## src/rtl/serial_addsub_pkg.sv

```systemverilog
// serial_addsub_pkg: shared states, op codes and counter-width helper for the bit-serial adder/subtractor
package serial_addsub_pkg;
  typedef enum logic [1:0] {IDLE, SHIFT, DONE} state_t;
  typedef enum logic {OP_ADD, OP_SUB} op_t;
  localparam int WIDTH_DEF = 8;
  localparam int CNT_W = $clog2(WIDTH_DEF);
  function automatic int cnt_w(input int w);
    return (w < 2) ? 1 : $clog2(w);
  endfunction
endpackage

```

## src/rtl/serial_addsub_fa.sv

```systemverilog
// full_adder: one-bit full adder cell used per bit by the serial datapath
module full_adder (
  input  logic a,
  input  logic b,
  input  logic c,
  output logic sum,
  output logic carry
);
  assign sum = a ^ b ^ c;
  assign carry = (a & b) | (c & (a ^ b));
endmodule

```

## src/rtl/serial_addsub.sv

```systemverilog
// serial_addsub: bit-serial WIDTH-bit add/subtract, one bit per clock, start/done handshake.
// Define SERIAL_ADDSUB_OVERFLOW_EN to build the signed-overflow flag; otherwise overflow is tied to 0.
module serial_addsub
  import serial_addsub_pkg::*;
#(
  parameter int WIDTH = 8
) (
  input  logic             clk,
  input  logic             rst,
  input  logic             start,
  input  logic             op_sub,
  input  logic [WIDTH-1:0] a,
  input  logic [WIDTH-1:0] b,
  output logic             busy,
  output logic             done,
  output logic [WIDTH-1:0] result,
  output logic             carry_out,
  output logic             overflow
);
  localparam int CW = cnt_w(WIDTH);
  state_t state_q, state_d;
  logic [WIDTH-1:0] sa_q, sa_d, sb_q, sb_d, res_q, res_d;
  logic [CW-1:0] cnt_q, cnt_d;
  logic carry_q, carry_d, cout_q, cout_d;
  logic sum, cout, last, load, shift;
  op_t op;
  assign op = op_t'(op_sub);
  assign last = cnt_q == CW'(WIDTH - 1);
  assign load = (state_q == IDLE) && start;
  assign shift = state_q == SHIFT;
  full_adder u_fa (.a(sa_q[0]), .b(sb_q[0]), .c(carry_q), .sum(sum), .carry(cout));
  always_comb begin
    state_d = (state_q == IDLE) ? (start ? SHIFT : IDLE) :
              (state_q == SHIFT) ? (last ? DONE : SHIFT) : IDLE;
    sa_d = load ? a : shift ? sa_q >> 1 : sa_q;
    sb_d = load ? ((op == OP_SUB) ? ~b : b) : shift ? sb_q >> 1 : sb_q;
    carry_d = load ? (op == OP_SUB) : shift ? cout : carry_q;
    cnt_d = load ? '0 : shift ? cnt_q + 1'b1 : cnt_q;
    res_d = shift ? {sum, res_q[WIDTH-1:1]} : res_q;
    cout_d = (shift && last) ? cout : cout_q;
  end
  always_ff @(posedge clk or posedge rst) begin
    if (rst) begin
      state_q <= IDLE;
      sa_q <= '0;
      sb_q <= '0;
      res_q <= '0;
      cnt_q <= '0;
      carry_q <= 1'b0;
      cout_q <= 1'b0;
    end else begin
      state_q <= state_d;
      sa_q <= sa_d;
      sb_q <= sb_d;
      res_q <= res_d;
      cnt_q <= cnt_d;
      carry_q <= carry_d;
      cout_q <= cout_d;
    end
  end
`ifdef SERIAL_ADDSUB_OVERFLOW_EN
  logic ovf_q;
  // carry_q is the carry into the MSB while the last bit is processed
  always_ff @(posedge clk or posedge rst) begin
    if (rst) ovf_q <= 1'b0;
    else if (shift && last) ovf_q <= carry_q ^ cout;
  end
  assign overflow = ovf_q;
`else
  assign overflow = 1'b0;
`endif
  assign busy = shift;
  assign done = state_q == DONE;
  assign result = res_q;
  assign carry_out = cout_q;
endmodule

```

## config.mk

```make
export PLATFORM = sky130hd
export DESIGN_NAME = serial_addsub
export DESIGN_NICKNAME = d
export VERILOG_FILES = /design/src/rtl/serial_addsub_pkg.sv /design/src/rtl/serial_addsub_fa.sv /design/src/rtl/serial_addsub.sv
export SDC_FILE = /design/constraint.sdc
export NUM_CORES = 1
export LEC_CHECK = 0
export ABC_AREA = 1
export BUFFER_PORTS_ARGS = -buffer_cell sky130_fd_sc_hd__buf_4
export CAP_MARGIN = 10
export CORE_MARGIN = 1
export CORE_UTILIZATION = 48
export DETAILED_ROUTE_END_ITERATION = 10
export PLACE_DENSITY = 0.74
export SETUP_SLACK_MARGIN = 0.5
export SYNTH_ARGS = -nofsm -noshare
export SYNTH_HDL_FRONTEND = slang
export SYNTH_SLANG_ARGS = --single-unit
export TNS_END_PERCENT = 5
```

## constraint.sdc

```tcl
create_clock -name clk -period 1.1 [get_ports clk]
set_input_delay 0.11 -clock clk [delete_from_list [all_inputs] [get_ports clk]]
set_output_delay 0.11 -clock clk [all_outputs]
set_load 0.01 [all_outputs]
```

==> summary.md <==
| Metric | Value |
|---|---|
| Synth warnings | `0` |
| DRT iter0 DRCs | `73` |
| Crit-path cells | `buf_6 -> nor2_2 -> buf_4` |
| Ant diodes | `0` |
| Number of flops mapped to enable cells by yosys | `0` |
| R2r startpoint | `state_q[1]$_DFF_PP0_` |
| Max VDD drop | `1.01 mV` |
| Layout cells sized above 1 | `0.367` |
| Slowest stage cell, crit path | `dfrtp_2` |
| Worst path buffer plus inverter count | `2` |
| Startpoint types | `flip-flop` |
| Fmax | `819 MHz` |
| CTS tree | `yes` |
| Vias per cell | `4.74` |
| Max incr delay on CP | `approximately 0.47 ns` |
| Clk_lat worst skew | `roughly 0.33 ns` |
| R2r setup slk | `-0.11 ns` |
| Synthesized instance count | `201` |
| Fin Hold WS | `-0.149 ns` |
| Die X-Extent | `between 50 and 60 um` |
| Sink Count | `31` |
| Setup crit start | `state_q[0]$_DFF_PP0_` |
| Min setup slack post-route | `-0.121 ns` |
| Sw frac | `0.366` |
| Routed WL | `about 3300 um` |
| Worst Hold Class | `primary input to asynchronous set/reset pin` |
| NetSw | `2040 uW` |
| Vias in the first global route | `1294` |
| Initial antenna violation count | `0` |
| Mapped Avg Cell Area | `7.70 um^2` |
| Clk slew on worst S/H paths | `0.11 ns` |
| Post-synth ARST share | `1.00` |
| Pin count of the biggest net entering global routing | `32` |
| Fill cells | `~250` |
| Reg-to-reg endpoint | `sa_q[0]$_DFFE_PP0P_` |
| Worst setup EP type | `output pin` |
| Cell Area, Placed | `1860 um^2` |
| Root buffer cell | `clkbuf_4` |
| Max Root-Sink Buffers | `2` |
| Area Overhead vs Synth | `42.4%` |
| Setup Total Neg Slack | `-2.03 ns` |
| Max-Cap Viols | `0` |
| Vias after detailed routing | `1397` |
| WP depth | `3` |
| I/O pin total | `32` |
| R2R cell count | `7` |
| Die height | `about 59 um` |
| Synth Flop Type | `dfrtp_1` |
| Worst path top cell family by delay | `flip-flops` |
| Sequential share of the synthesized area | `0.501` |
| Area of the core | `just over 3000 um^2` |
| Violations in the final reports | `negative hold slack, negative setup slack` |
| Design area | `~2200 um^2` |
| Setup crit end | `done` |
| Detailed Routing Iterations Pass 1 | `4` |
| Hold Violations, Final | `37` |
| Final HPWL DP | `2090 um` |
| Yosys reg bits | `31` |
| Gate power share | `0.473` |
| I/O Buffers | `30` |
| Data required, critical path | `0.99 ns` |
| Full die area | `3460 um^2` |
| Slew Limit Fails | `0` |
| # DRC | `0` |
| RSZ-0062 raised after global routing | `true` |
| Syn nets | `224` |
| CP max FO | `4` |
| Critical path arrival | `1.11 ns` |
| Number of CTS-inserted buffers | `5` |
| Sequential share of power | `0.361` |
| Post-synth cell types | `19` |
| Starting density of the core | `0.507` |
| Commonest non-fill, non-tap cell in the layout | `nand2_1` |
| Final setup fails | `22` |
| Final Critical Period | `1.22 ns` |
| Critical path type | `flip-flop to output pin` |
| Status | `finished with violations` |
| Most frequent cells in the layout | `103 x nand2_1, 30 x dfrtp_1, 30 x buf_4, 17 x buf_6, 15 x nand2_2` |
| Total congestion overflow | `0` |
| LEAKAGE | `0.00121 uW` |
| Final total power | `5570 uW` |
| Mapped Area | `~1500 um^2` |
| Part of the cycle the worst path needs | `1.11` |
| CTS H-tree depth | `2` |
| Gp weighted congestion | `0.807` |
| Total global-route track usage | `0.206` |
| Row cnt | `20` |
| First-pass GRT wire length | `5250 um` |
| Placement Setup Slack | `-0.0481 ns` |
| Routed len/inst | `11.1 um` |
| Detail Route Antenna Nets | `0` |
| NumNets Final | `between 200 and 300` |
| Cell Pwr Density | `approximately 2500 nW/um^2` |
| Setup Skew | `between 0.01 and 0.015 ns` |
| Internal Power | `3530 uW` |
| Clock share of power | `0.166` |
==> state kept, by name, indices dropped and copies added (netlist names) <==
signal and cells:
result 8, sa_q 8, sb_q 8, cnt_q 3
state_q 2, carry_out 1, carry_q 1
==> synthesized netlist by cell type (2+ instances only) <==
| cell | number | area (um^2) |
|---|---|---|
| buf_2 | 2 | 10.0 |
| buf_4 | 2 | 15.0 |
| buf_6 | 5 | 56.3 |
| dfrtp_1 | 31 | 776 |
| ha_1 | 2 | 25.0 |
| inv_1 | 11 | 41.3 |
| inv_2 | 2 | 7.51 |
| nand2_1 | 117 | 439 |
| nand2_2 | 2 | 12.5 |
| nand3_1 | 15 | 75.1 |
| nor2_1 | 2 | 7.51 |
| o21ai_0 | 2 | 10.0 |
| o21ai_1 | 2 | 10.0 |
==> power groups by stage <==
stage / combinational (uW) / sequential, uW / clock [uW]
3_5_place_dp: 2080 / 1960 / 0
4_1_cts: 2280 / 1970 / 932
6_report: 2640 / 2010 / 924
3_3_place_gp: 2030 / 1950 / 0
2_1_floorplan: 1310 / 1960 / 0
5_1_grt: 2960 / 2060 / 1000
==> worst min-delay path, stage by stage <==
cell	delay (ns)
buf_4	0.11
inv_1	0.04
buf_4	0.34
==> routing by layer <==
| metal | vias up | GRT usage | routed length [um] | share of wire |
|---|---|---|---|---|
| met5 | - | 0 | 0 | 0 |
| met4 | 0 | 0.112 | 64 | 0.019 |
| met3 | 7 | 0.0505 | 102 | 0.031 |
| met2 | 30 | 0.326 | 1610 | 0.49 |
| met1 | 652 | 0.259 | 1500 | 0.46 |
| li1 | 708 | - | - | - |
==> through the flow <==
| stage | hold slack [ns] | util | instances |
|---|---|---|---|
| after detailed placement | 0.218 | 0.608 | 277 |
| after global routing | -0.124 | 0.722 | 295 |
| after CTS | -0.141 | 0.664 | 289 |
| after floorplan | 0.214 | - | 201 |
| after global placement | 0.218 | 0.608 | 277 |
| final | -0.149 | 0.722 | 295 |
==> worst min path at each step <==
| stage | endpoint | slack [ns] | cells past startpoint |
|---|---|---|---|
| floorplan | carry_out$_DFFE_PP0P_ | 0.21 | 1 |
| global placement | result[5]$_DFFE_PP0N_ | 0.22 | 3 |
| detailed placement | result[5]$_DFFE_PP0N_ | 0.22 | 3 |
| CTS | sa_q[2]$_DFFE_PP0P_ | -0.14 | 3 |
| global route | carry_out$_DFFE_PP0P_ | -0.12 | 3 |
| finish | result[5]$_DFFE_PP0N_ | -0.15 | 3 |
==> logic make-up after synthesis <==
group | Yosys count | share of synthesized area
and+or+nand+nor | 138 | 0.359
DFF | 31 | 0.501
buffers and inverters | 22 | 0.0841
AOI/OAI and AO/OA | 5 | 0.0186
adders and majority gates | 3 | 0.0291
xor gates and xnor gates | 1 | 0.00566
other | 1 | 0.00242
==> area by class of cell <==
cell class,instances,area [um^2],share of cell area
timing repair buffer,51,502,0.228
multi-input combinational,148,732,0.332
clock inverter,2,35.0,0.0159
clock buffer,6,51.3,0.0233
inverter,13,51.3,0.0233
tap,44,55.1,0.0250
sequential,31,777,0.353
==> timing repair <==
| action | 4_1_cts | 5_1_grt |
|---|---|---|
| resized for setup | 17 | 28 |
| pin swaps | 7 | 7 |
| gates cloned | 0 | 1 |
| setup endpoints to repair | 42 | 42 |
| setup buffers | 4 | 5 |
| endpoints found under the hold margin | 39 | 39 |
(Power assumes the default switching activity.)
